[config.mk]
export PLATFORM = sky130hd
export DESIGN_NAME = coeff_loader_flat
export DESIGN_NICKNAME = d
export VERILOG_FILES = /design/src/rtl/coeff_loader_if.sv /design/src/rtl/coeff_loader.sv /design/src/flat_wrapper.sv
export SDC_FILE = /design/constraint.sdc
export NUM_CORES = 1
export LEC_CHECK = 0
export BUFFER_PORTS_ARGS = -buffer_cell sky130_fd_sc_hd__buf_4
export CORE_UTILIZATION = 50
export CTS_BUF_LIST = sky130_fd_sc_hd__clkbuf_8
export CTS_CLUSTER_SIZE = 20
export DETAILED_ROUTE_END_ITERATION = 7
export PLACE_DENSITY = 0.77
export SLEW_MARGIN = 10
export SYNTH_ARGS = -nofsm -noshare
export SYNTH_HDL_FRONTEND = slang
export SYNTH_SLANG_ARGS = --single-unit
[constraint.sdc]
create_clock -name clk -period 1.5 [get_ports clk]
set_input_delay 0.225 -clock clk [delete_from_list [all_inputs] [get_ports clk]]
set_output_delay 0.225 -clock clk [all_outputs]
set_load 0.05 [all_outputs]
[src/rtl/coeff_loader_if.sv]
// coeff_loader_if: start, byte stream, memory write port and load status.
// COEFF_CHECKSUM_EN adds the exp_sum / sum_err checksum pair.
interface coeff_loader_if #(
  parameter int DATA_W = 8,
  parameter int ADDR_W = 4
);
  logic              start;
  logic              s_valid;
  logic [DATA_W-1:0] s_data;
  logic              s_ready;
  logic              we;
  logic [ADDR_W-1:0] waddr;
  logic [DATA_W-1:0] wdata;
  logic              busy;
  logic              done;
  logic [ADDR_W:0]   count;
`ifdef COEFF_CHECKSUM_EN
  logic [DATA_W+ADDR_W-1:0] exp_sum;
  logic                     sum_err;

  modport master (
    output start, s_valid, s_data, exp_sum,
    input  s_ready, we, waddr, wdata,
    input  busy, done, count, sum_err
  );

  modport slave (
    input  start, s_valid, s_data, exp_sum,
    output s_ready, we, waddr, wdata,
    output busy, done, count, sum_err
  );
`else
  modport master (
    output start, s_valid, s_data,
    input  s_ready, we, waddr, wdata,
    input  busy, done, count
  );

  modport slave (
    input  start, s_valid, s_data,
    output s_ready, we, waddr, wdata,
    output busy, done, count
  );
`endif
endinterface

[src/rtl/coeff_loader.sv]
// coeff_loader: writes NUM_TAPS streamed bytes to coefficient memory 0..N-1.
// COEFF_CHECKSUM_EN adds a modulo accumulator checked against exp_sum.
module coeff_loader #(
  parameter int NUM_TAPS = 16,
  parameter int DATA_W   = 8,
  parameter int ADDR_W   = 4
) (
  input logic           clk,
  input logic           rst,
  coeff_loader_if.slave bus
);

  typedef enum logic [1:0] {
    IDLE = 2'd0,
    LOAD = 2'd1,
    DONE = 2'd2
  } state_t;

  localparam logic [ADDR_W-1:0] LAST =
    ADDR_W'(NUM_TAPS - 1);
  localparam logic [ADDR_W:0] FULL =
    (ADDR_W + 1)'(NUM_TAPS);

  state_t            state;
  logic [ADDR_W-1:0] idx;
  logic [ADDR_W:0]   count_q;
  logic              we_q;
  logic [ADDR_W-1:0] waddr_q;
  logic [DATA_W-1:0] wdata_q;
  logic              done_q;
  logic              in_load;
  logic              beat;
  logic              last;

  assign in_load = (state == LOAD);
  assign beat    = in_load && bus.s_valid;
  assign last    = beat && (idx == LAST);

  assign bus.s_ready = in_load;
  assign bus.busy    = in_load;
  assign bus.we      = we_q;
  assign bus.waddr   = waddr_q;
  assign bus.wdata   = wdata_q;
  assign bus.done    = done_q;
  assign bus.count   = count_q;

  // load sequencer with one-cycle registered memory write
  always_ff @(posedge clk or posedge rst) begin
    if (rst) begin
      state   <= IDLE;
      idx     <= '0;
      count_q <= '0;
      we_q    <= 1'b0;
      waddr_q <= '0;
      wdata_q <= '0;
      done_q  <= 1'b0;
    end else begin
      we_q <= 1'b0;
      unique case (state)
        IDLE, DONE: begin
          if (bus.start) begin
            state   <= LOAD;
            idx     <= '0;
            count_q <= '0;
            done_q  <= 1'b0;
          end
        end
        LOAD: begin
          if (beat) begin
            we_q    <= 1'b1;
            waddr_q <= idx;
            wdata_q <= bus.s_data;
            if (count_q != FULL)
              count_q <= count_q + 1'b1;
            if (last) begin
              state  <= DONE;
              done_q <= 1'b1;
            end else begin
              idx <= idx + 1'b1;
            end
          end
        end
        default: state <= IDLE;
      endcase
    end
  end

`ifdef COEFF_CHECKSUM_EN
  localparam int SUM_W = DATA_W + ADDR_W;

  logic [SUM_W-1:0] acc;
  logic [SUM_W-1:0] acc_nxt;
  logic             err_q;

  assign acc_nxt     = acc + SUM_W'(bus.s_data);
  assign bus.sum_err = err_q;

  // running byte sum, compared once as the table completes
  always_ff @(posedge clk or posedge rst) begin
    if (rst) begin
      acc   <= '0;
      err_q <= 1'b0;
    end else if (!in_load && bus.start) begin
      acc   <= '0;
      err_q <= 1'b0;
    end else if (beat) begin
      acc <= acc_nxt;
      if (last)
        err_q <= (acc_nxt != bus.exp_sum);
    end
  end
`else
`endif

endmodule

[src/flat_wrapper.sv]
// flat-port wrapper written by rule: the top's interface ports become plain ports
module coeff_loader_flat 
#(
  parameter int NUM_TAPS = 16,
  parameter int DATA_W   = 8,
  parameter int ADDR_W   = 4
)
  (clk, rst, bus_start, bus_s_valid, bus_s_data, bus_s_ready, bus_we, bus_waddr, bus_wdata, bus_busy, bus_done, bus_count);
  coeff_loader_if #(.DATA_W(DATA_W), .ADDR_W(ADDR_W)) bus_i ();
  input logic clk;
  input logic rst;
  input wire logic [$bits(bus_i.start)-1:0] bus_start;
  input wire logic [$bits(bus_i.s_valid)-1:0] bus_s_valid;
  input wire logic [$bits(bus_i.s_data)-1:0] bus_s_data;
  output wire logic [$bits(bus_i.s_ready)-1:0] bus_s_ready;
  output wire logic [$bits(bus_i.we)-1:0] bus_we;
  output wire logic [$bits(bus_i.waddr)-1:0] bus_waddr;
  output wire logic [$bits(bus_i.wdata)-1:0] bus_wdata;
  output wire logic [$bits(bus_i.busy)-1:0] bus_busy;
  output wire logic [$bits(bus_i.done)-1:0] bus_done;
  output wire logic [$bits(bus_i.count)-1:0] bus_count;
  assign bus_i.start = bus_start;
  assign bus_i.s_valid = bus_s_valid;
  assign bus_i.s_data = bus_s_data;
  assign bus_s_ready = bus_i.s_ready;
  assign bus_we = bus_i.we;
  assign bus_waddr = bus_i.waddr;
  assign bus_wdata = bus_i.wdata;
  assign bus_busy = bus_i.busy;
  assign bus_done = bus_i.done;
  assign bus_count = bus_i.count;
  coeff_loader #(.NUM_TAPS(NUM_TAPS), .DATA_W(DATA_W), .ADDR_W(ADDR_W)) u_core (.clk(clk), .rst(rst), .bus(bus_i));
endmodule
# After elaboration in Yosys (flattened, before gate mapping)
# Index checks and enable logic that the tools add are counted.
[totals] ff_bits=25 inputBits=12 output_inout_bits=21 elab_cells=46
[op_classes] addsub=2 eq_ne=9 n_mux=18 reduce_logical=10
[ops] op="$mux W5" count=3
[ops] op="$mux W4" count=3
[ops] op="$reduce_and A4 Y1" count=3
[ops] op="$ne A2 B2 Y1 const B" count=5
[ops] op="$pmux W5 S2" count=1
[ops] op="$pmux W4 S2" count=1
[ops] op="$mux W2" count=3
[ops] op="$add A5 B1 Y5 const B" count=1
[ops] op="$mux W1" count=5
[ops] op="$ne A5 B5 Y1 const B" count=1
[ops] op="$add A4 B1 Y4 const B" count=1
[ops] op="$eq A4 B4 Y1 const B" count=1
[ops] op="$pmux W2 S2" count=1
[ops] op="$reduce_and A3 Y1" count=1
[ops] op="$eq A2 B1 Y1 const B" count=1
[ops] op="$eq A2 B2 Y1 const B" count=1
[ops] op="$logic_and A1 B1 Y1" count=2
[ops] op="$logic_not A2 Y1" count=1
[ops] op="$pmux W1 S2" count=1
[ops] op="$reduce_and A2 Y1" count=1
[ops] op="$reduce_bool A2 Y1" count=1
[ops] op="$reduce_or A2 Y1" count=1

# Longest topological paths before layout
# Gate-level depths: netlist (run 1).
[logic_depth] word_depth=6 mapped_depth=5 ltp_nobuf=5

# Least setup slack after synthesis (run 1)
# OpenSTA, ideal clock, no wires.
[synth_timing] kind="reg-to-output" start="reg u_core.state[0]" end="out bus_s_ready" t_arrival_ns=1.574 required_time_ns=1.275 path_slack_ns=-0.299 path_stages_with_launch=3 path_buffers=1 cell_sequence="dfrtp_1 nor2b_1 buf_4"
[synth_between] elab_chain_cells=1
[synth_rtl] element="start, declared" line_no="coeff_loader.sv:24" rtl="state_t state;"
[synth_rtl] element="start signal, assigned" line_no="coeff_loader.sv:50" rtl="state <= IDLE;"
[synth_rtl] element="start signal, assigned" line_no="coeff_loader.sv:62" rtl="state <= LOAD;"
[synth_rtl] element="start signal, assigned" line_no="coeff_loader.sv:76" rtl="state <= DONE;"
[synth_rtl] element="$eq A2 B1 Y1" line_no="coeff_loader.sv:35" rtl="assign in_load = (state == LOAD);"
[synth_rtl] element="end, declared" line_no="flat_wrapper.sv:15" rtl="output wire logic [$bits(bus_i.s_ready)-1:0] bus_s_ready;"
# No other way between the ends.

# Worst setup path after layout (run 1)
# Same ends and word-level chain as after synthesis.

==> results of run 1 <==
cell type report:
| type | instances | area share (%) |
|---|---|---|
| Multi-Input combinational cell | 77 | 29.42 |
| Clock inverter | 1 | 0.3451 |
| Sequential cell | 25 | 43.31 |
| Clock buffer | 3 | 2.847 |
| Inverter | 4 | 1.035 |
| Timing Repair Buffer | 40 | 20.71 |
| Tap cell | 27 | 2.330 |
registers in the layout, indices dropped and copies added (netlist names):
register          count
u_core.bus.we         1
u_core.bus.done       1
u_core.state          2
u_core.idx            4
u_core.bus.waddr      4
u_core.bus.count      5
u_core.bus.wdata      8
cell families after synthesis:
family | synth area share, %
DFF | 57.34
AOI/OAI and AO/OA | 10.21
and+or+nand+nor | 23.40
buffers and inverters | 3.784
adders and majority gates | 3.441
muxes | 1.835
per-layer routing:
| metal | wire length, µm | share of wire [%] | track usage, % |
|---|---|---|---|
| met3 | 114 | 5.2 | 3.145 |
| met5 | 0 | 0 | 0 |
| met4 | 26 | 1.2 | 7.353 |
| met1 | 1006 | 46 | 29.02 |
| met2 | 1061 | 48 | 34.49 |
report_power, final:
part / switching [µW] / leakage, µW / internal [µW]
logic: 1180 / 0.000452 / 560
clock network: 203 / 0.0000255 / 185
registers: 208 / 0.000307 / 933
critical path, stage by stage, from the launching register on:
cell and delay (ns):
dfrtp_1 0.41, nor2b_2 0.28, buf_4 0.25
worst min path at each step:
stage,cells past startpoint,slack (ns),from,end
after floorplan,1,0.25,rst,u_core.bus.count[2]
after global placement,2,0.29,rst,u_core.bus.waddr[3]
after detailed placement,2,0.31,rst,u_core.bus.count[2]
after CTS,2,0.02,rst,u_core.bus.count[2]
after global routing,2,0.04,rst,u_core.bus.count[3]
final,2,0.005,rst,u_core.bus.count[3]
through the flow:
stage	power, µW	cell area, µm²	std cells	setup slack (ns)	hold slack [ns]
detailed placement	2868	1381	170	0.1159	0.3108
global route	3470	1450	177	-0.003757	0.04328
global placement	2837	1381	170	0.1605	0.2884
CTS	3266	1428	174	0.06123	0.02109
floorplan	2355	1096	111	0.006750	0.2522
finish	3267	1450	177	0.07062	0.004989
layout by cell type, fill, tap and decap left out, types with 2 or more instances in the layout:
cell	n
ha_1	3
nor2_1	3
mux2i_1	2
nand2_1	41
buf_4	40
inv_1	3
o31ai_1	2
a21o_1	3
dfrtp_1	23
a32o_1	2
nand3_1	3
clkbuf_8	3
dfrtp_2	2
what timing repair did:
action | 4_1_cts | 5_1_grt
hold buffers | 0 | 0
endpoints found under the setup margin | 0 | 6
buffers inserted | 0 | 3
==> run_results.csv, run 1 <==
group,metric,value,unit
floorplanning,pin_count,33,
finish,multi_input_area,426.7,µm²
finish,nNetsFinal,166,
clock_tree,numCtsBuffers,3,
clock_tree,clkTransAtPathRegs,0.08,ns
worst_setup_path,r2r_cells,3,
synth,synth-async-reset-ratio,100.0,%
placed_design,dpl.hpwl,1610,µm
grt,grt_max_degree,15,
worst_setup_path,r2r_setup_slack,0.10,ns
pwr,p_leak,0.0007852,µW
clock_tree,insertion_delay,0.26,ns
worst_setup_path,cp_max_fo,6,
finish,fillers,156,
grt,grt_pass1_vias,875,
synth,synth-seq-area-share,57.34,%
finish,drive_gt1_share,32.00,%
timing,fin_setup_tns,0,ns
hold_path,hold_path.class,"primary input to async pin",
timing,slew_violations,0,
worst_setup_path,r2r_end,"u_core.idx[3]",
routing,drc_errors,0,
floorplanning,die-area,2373,µm²
clock_tree,cts_buffer_depth,2,
finish,fin_util,72.44,%
clock_tree,ctsResizeCount,0,
synth,avgSynthCellArea,9.829,µm²
worst_setup_path,cp_data_required_time,1.27,ns
timing,tightestPinTransition,0.5536,ns
routing,viasPerCell,5.158,
status,status,"complete, no violations",
timing,hold_viol,0,
synth,ys.flop_type,"dfrtp_1",
routing,via_count,913,
timing,period_minus_slack,1.429,ns
synth,synth_top_area_share,57.34,%
synth,synth_cells,111,
finish,diodes,0,
worst_setup_path,critPathLaunch,"u_core.state[0]",
clock_tree,cts.sinks,25,
grt,antenna_found_initial,0,
worst_setup_path,endpoint,"bus_s_ready",
timing,skew,0.003038,ns
clock_tree,tritoncts,"done",
floorplanning,dieWidth,48.71,µm
synth,synth_nets,126,
finish,syn2layout_area_growth,32.91,%
clock_tree,clockRootBuffer,"clkbuf_8",
synth,netlist_area,1091,µm²
synth,synthMostInstantiatedCell,"nand2_1",
placed_design,port_buffers,32,
placed_design,routabilityCongestion,0.7456,
run,maxCapViolations,0,
floorplanning,coreArea,2002,µm²
timing,fin_crit_sh,95.29,%
timing,slew_headroom,63.05,%
synth,synth.area.top_cells,"dfrtp_1 57%, nand2_1 14%, ha_1 3.4%",
synth,yosysWarnings,0,
worst_setup_path,critPathCaptureType,"primary output",
finish,ff_latch_area,628.1,µm²
synth,synth-seq-cells,25,
worst_setup_path,timing.rr.start,"u_core.state[1]",
routing,dr.pass1.iters,4,
synth,synth.distinct_cells,31,
synth,synth_edf_count,0,
worst_setup_path,arrival,1.20,ns
timing,timing.fmax,699.6,MHz
floorplanning,die_h,48.71,µm
routing,postRouteAntennaNets,0,
timing,setup_violations,0,
grt,grt_pass1_wl,3905,µm
worst_setup_path,worstSetupPathType,"register to primary output",
pwr,irDropWorstVdd,1302,µV
floorplanning,rows,16,
pwr,pwr_density_cell,2253,nW/µm²
floorplanning,start_util,54.50,%
synth,synth_top_area_cell,"dfrtp_1",
routing,post_drt_wl_per_cell,12.47,µm
synth,netlist_top_cells_count,"41 x nand2_1, 25 x dfrtp_1",
clock_tree,h-tree-depth,1,
routing,drt_iter0_markers,15,
timing,rsz0062_at_grt,"yes",
grt,grt.total_usage,21.22,%
worst_setup_path,start_kind,"register",
routing,totalWireLength,2208,µm
grt,overflow,0,
Note: power is estimated with default switching activity, not from simulation.
==> run 2, diff against run 1 <==
--- a/config.mk
+++ b/config.mk
@@ -6,11 +6,10 @@
 export NUM_CORES = 1
 export LEC_CHECK = 0
 export BUFFER_PORTS_ARGS = -buffer_cell sky130_fd_sc_hd__buf_4
-export CORE_UTILIZATION = 50
-export CTS_BUF_LIST = sky130_fd_sc_hd__clkbuf_8
+export CORE_UTILIZATION = 49
 export CTS_CLUSTER_SIZE = 20
 export DETAILED_ROUTE_END_ITERATION = 7
-export PLACE_DENSITY = 0.77
+export PLACE_DENSITY = 0.76
 export SLEW_MARGIN = 10
 export SYNTH_ARGS = -nofsm -noshare
 export SYNTH_HDL_FRONTEND = slang
==> run 2 against run 1 <==
Final cell count shrank 0.56%. Largest power group unchanged. Clock skew hardly changed. Core utilization shrank 0.90 points. Routed wire length rose by 4.4%. First-iteration DRC count grew 60%.
==> run_results.csv, run 2 (synthesis gave the netlist of run 1 again) <==
group,metric,value,unit
worst_setup_path,cp_data_required_time,1.75,ns
finish,nNetsFinal,165,
hold_path,hold_path.class,"primary input to register",
placed_design,port_buffers,32,
placed_design,routabilityCongestion,0.7587,
floorplanning,dieWidth,49.19,µm
pwr,finalPower,3195,µW
finish,fillers,153,
finish,largest_reg_flops,8,
worst_setup_path,r2r_cells,3,
grt,grt.total_usage,20.91,%
clock_tree,insertion_delay,0.31,ns
worst_setup_path,crit_slowest_cell,"or4_1",
floorplanning,coreArea,2022,µm²
timing,hold_viol,0,
finish,diodes,0,
grt,met2_usage,35.62,%
clock_tree,clockRootBuffer,"clkbuf_4",
hold_path,holdPathStages,3,
grt,use_met1,26.76,%
routing,viasPerCell,5.239,
grt,antenna_found_initial,0,
placed_design,post_dp_cell_area,1386,µm²
clock_tree,h-tree-depth,1,
worst_setup_path,critPathCaptureType,"register",
floorplanning,pin_count,33,
pwr,p_leak,0.0007823,µW
finish,multi_input_area,431.7,µm²
finish,layout_common_cells,"41 x nand2_1, 36 x buf_4, 23 x dfrtp_1",
timing,period_minus_slack,1.436,ns
finish,ff_latch_area,628.1,µm²
worst_setup_path,cp_max_fo,6,
finish,final_common_cell,"nand2_1",
worst_setup_path,start_kind,"register",
routing,postRouteAntennaNets,0,
floorplanning,die_h,49.19,µm
floorplanning,die-area,2419,µm²
routing,post_drt_wl_per_cell,13.10,µm
routing,totalWireLength,2305,µm
finish,fin_util,71.53,%
worst_setup_path,crit_cells,3,
status,status,"complete, no violations",
routing,dr.pass1.iters,4,
worst_setup_path,r2r_setup_slack,0.06,ns
timing,skew,0.002825,ns
routing,drt_iter0_markers,24,
timing,slew_headroom,68.13,%
grt,overflow,0,
worst_setup_path,arrival,1.69,ns
placed_design,dpl.hpwl,1793,µm
timing,slew_violations,0,
timing,setup_violations,0,
floorplanning,rows,16,
pwr,irDropWorstVdd,1657,µV
clock_tree,clkTransAtPathRegs,0.12,ns
timing,fin_crit_sh,95.76,%
grt,grt_busiest_layer,"met2",
floorplanning,start_util,53.96,%
grt,use_met3,3.115,%
worst_setup_path,crit_chain,"nand3b_1, or4_1, nand2_1",
clock_tree,numCtsBuffers,3,
routing,via_count,922,
timing,fin_setup_tns,0,ns
timing,tightestPinTransition,0.4775,ns
clock_tree,cts.sinks,25,
worst_setup_path,critPathMaxStageDelay,0.53,ns
timing,timing.fmax,696.2,MHz
run,maxCapViolations,0,
clock_tree,cts_buffer_depth,2,
finish,syn2layout_area_growth,32.57,%
pwr,pwr_density_cell,2209,nW/µm²
finish,design_area,1446,µm²
routing,drc_errors,0,
grt,grt_max_degree,16,
worst_setup_path,critPathTopFamily,"simple AND/OR/NAND/NOR gates",
worst_setup_path,path_buf_inv,0,
finish,drive_gt1_share,30.20,%
grt,grt_pass1_vias,880,
clock_tree,tritoncts,"done",
worst_setup_path,worstSetupPathType,"register to register",
grt,grt_pass1_wl,3857,µm
-- run 2: layer usage --
metal | routed length, µm | vias to the layer above
li1 | - | 452
met1 | 1016 | 435
met2 | 1143 | 31
met3 | 118 | 4
met4 | 27 | 0
met5 | 0 | -
-- run 2: what timing repair did --
action | in CTS | in global routing
endpoints found under the hold margin | 10 | 0
resized for setup | 0 | 2
hold buffers | 1 | 0
setup endpoints to repair | 0 | 5
setup buffers | 0 | 2
-- run 2: final cells by class --
type,count,area share [%]
well taps,27,2.336
repair buffers,39,21.54
multi-input cells,77,29.84
clock buffers,4,1.817
flip-flops and latches,25,43.43
inverters,4,1.038
-- run 2: worst register-to-register path: stages, from the launching register on --
cell and delay [ns]:
dfrtp_1 0.45, nand3b_1 0.31, or4_1 0.53, nand2_1 0.09
-- run 2: stage by stage --
stage / hold WS (ns) / setup slack, ns / std cells
floorplan: 0.2522 / 0.006750 / 111
global placement: 0.2586 / 0.1408 / 169
detailed placement: 0.2715 / 0.06641 / 169
CTS: 0.09667 / 0.002581 / 174
global route: 0.09329 / -0.009840 / 176
finish: 0.09893 / 0.06364 / 176
-- run 2: final timing paths --
check / to / start
setup / recovery: u_core.idx[3] / u_core.state[1]
hold / removal: u_core.bus.wdata[6] / bus_s_data[6]
setup reg to reg: u_core.idx[3] / u_core.state[1]
hold reg to reg: u_core.bus.waddr[1] / u_core.bus.waddr[1]
max in group asynchronous: u_core.bus.waddr[0] / rst
min in group asynchronous: u_core.bus.wdata[6] / rst
-- run 2: where the power goes --
group / switching (µW) / internal [µW]
Combinational: 1190 / 567
Clock: 182 / 104
Sequential: 224 / 931
Total: 1590 / 1600
==> run 3, diff against run 2 <==
--- a/config.mk
+++ b/config.mk
@@ -6,11 +6,12 @@
 export NUM_CORES = 1
 export LEC_CHECK = 0
 export BUFFER_PORTS_ARGS = -buffer_cell sky130_fd_sc_hd__buf_4
+export CORE_ASPECT_RATIO = 0.9
 export CORE_UTILIZATION = 49
 export CTS_CLUSTER_SIZE = 20
 export DETAILED_ROUTE_END_ITERATION = 7
 export PLACE_DENSITY = 0.76
-export SLEW_MARGIN = 10
+export SLEW_MARGIN = 20
 export SYNTH_ARGS = -nofsm -noshare
 export SYNTH_HDL_FRONTEND = slang
 export SYNTH_SLANG_ARGS = --single-unit
==> run 3 against run 2 <==
Clock-buffer cell count stayed put. Total power is 1.1% lower. Hold slack worse by 0.010 ns. Worst setup slack better by 0.011 ns. Critical endpoint is now bus_busy.
==> run_results.csv, run 3 (synthesis gave the netlist of run 1 again) <==
group,metric,value,unit
worst_setup_path,worstSetupPathType,"register to primary output",
timing,skew,0.006569,ns
floorplanning,coreArea,2008,µm²
grt,overflow,0,
worst_setup_path,r2r_cells,5,
clock_tree,clockRootBuffer,"clkbuf_4",
timing,fin_crit_sh,95.04,%
hold_path,min_from,"bus_s_data[6]",
timing,tightestPinTransition,0.6189,ns
finish,layout_common_cells,"41 x nand2_1, 37 x buf_4, 23 x dfrtp_1",
clock_tree,cts_setup_buffers,0,
worst_setup_path,cp_data_required_time,1.27,ns
pwr,finalPower,3159,µW
routing,post_drt_wl_per_cell,12.74,µm
clock_tree,numCtsBuffers,3,
routing,totalWireLength,2204,µm
routing,drt_iter0_markers,12,
floorplanning,die_h,46.77,µm
timing,slew_headroom,58.70,%
finish,nNetsFinal,164,
finish,syn2layout_area_growth,30.16,%
worst_setup_path,r2r_setup_slack,0.09,ns
clock_tree,h-tree-depth,1,
worst_setup_path,cp_max_fo,6,
routing,dr.pass1.iters,4,
finish,final_common_cell,"nand2_1",
routing,viasPerCell,5.387,
clock_tree,cts.sinks,25,
floorplanning,start_util,54.33,%
run,maxCapViolations,0,
hold_path,holdPathStages,3,
pwr,p_leak,0.0007718,µW
hold_path,hold_path.class,"primary input to register",
clock_tree,cts_buffer_depth,2,
floorplanning,rows,15,
hold_path,whs_endpoint,"u_core.bus.wdata[6]",
worst_setup_path,timing.rr.start,"u_core.bus.count[0]",
grt,grt_max_degree,18,
routing,via_count,932,
floorplanning,dieWidth,51.74,µm
timing,hold_viol,0,
grt,grt.total_usage,21.05,%
clock_tree,clkTransAtPathRegs,0.13,ns
pwr,pwr_density_cell,2224,nW/µm²
floorplanning,pin_count,33,
grt,grt_pass1_wl,3643,µm
pwr,irDropWorstVdd,1271,µV
worst_setup_path,arrival,1.20,ns
finish,drive_gt1_share,29.73,%
clock_tree,tritoncts,"done",
routing,drc_errors,0,
grt,grt_pass1_vias,868,
status,status,"complete, no violations",
floorplanning,die-area,2420,µm²
finish,largest_reg_flops,8,
routing,postRouteAntennaNets,0,
worst_setup_path,critPathCaptureType,"primary output",
timing,timing.fmax,701.5,MHz
timing,slew_violations,0,
timing,rsz0062_at_grt,"yes",
clock_tree,insertion_delay,0.31,ns
finish,diodes,0,
timing,fin_hold_ws,0.08872,ns
worst_setup_path,r2r_end,"u_core.bus.count[0]",
worst_setup_path,start_kind,"register",
timing,setup_violations,0,
placed_design,port_buffers,32,
timing,period_minus_slack,1.426,ns
placed_design,dpl.hpwl,1670,µm
placed_design,routabilityCongestion,0.8336,
grt,antenna_found_initial,0,
==> run 3: changes by cell type in the layout (fill, tap and decap cells not counted), sizes merged <==
cell,previous run,this run
buf,38,37
==> run 3: stage by stage <==
step	worst slack (ns)	setup TNS, ns	util, %	instances	area, µm²
6_report	0.07444	0	70.72	173	1420
5_1_grt	-0.0007657	-0.0007657	70.72	173	1420
3_3_place_gp	0.1948	0	68.66	168	1379
4_1_cts	0.05702	0	70.72	173	1420
3_5_place_dp	0.1238	0	68.66	168	1379
2_1_floorplan	0.006750	0	-	111	1096
==> run 3: final cells by class <==
cell class	count	area, µm²
clock buffer	4	26.28
inverter	4	15.01
fill	169	588.1
sequential	25	628.1
multi-input combinational	77	431.7
tap	25	31.28
timing repair buffer	38	287.8
==> run 3: what timing repair did <==
| item | in CTS | in global routing |
|---|---|---|
| hold buffers | 1 | 0 |
| setup endpoints to repair | 2 | 1 |
| endpoints found under the hold margin | 3 | 0 |
| resized for setup | 1 | 0 |
==> run 3: layer usage <==
layer | GRT usage, % | share of wire, % | up-vias
met5 | 0 | 0 | -
met4 | 5.946 | 0.68 | 0
met3 | 6.796 | 4.4 | 2
met2 | 36.62 | 51 | 26
met1 | 25.68 | 44 | 451
li1 | - | - | 453
==> run 3: critical path: stages (launching register included) <==
cell	delay, ns
dfrtp_1	0.44
nor2b_4	0.23
buf_4	0.22
==> run 3: power by group <==
group	switching, µW	internal, µW	leakage, µW	total, µW
registers	212	931	0.000307	1140
clock network	187	104	0.0000150	290
logic	1180	550	0.000449	1730
total	1570	1580	0.000772	3160
==> run 3: how the worst max path moves through the flow <==
stage / to / startpoint
after floorplan: u_core.bus.count[0] / u_core.bus.count[0]
after global placement: u_core.bus.count[0] / u_core.bus.count[0]
after detailed placement: u_core.bus.count[1] / u_core.bus.count[0]
after CTS: bus_busy / u_core.state[0]
after global routing: bus_s_ready / u_core.state[0]
final: bus_busy / u_core.state[0]
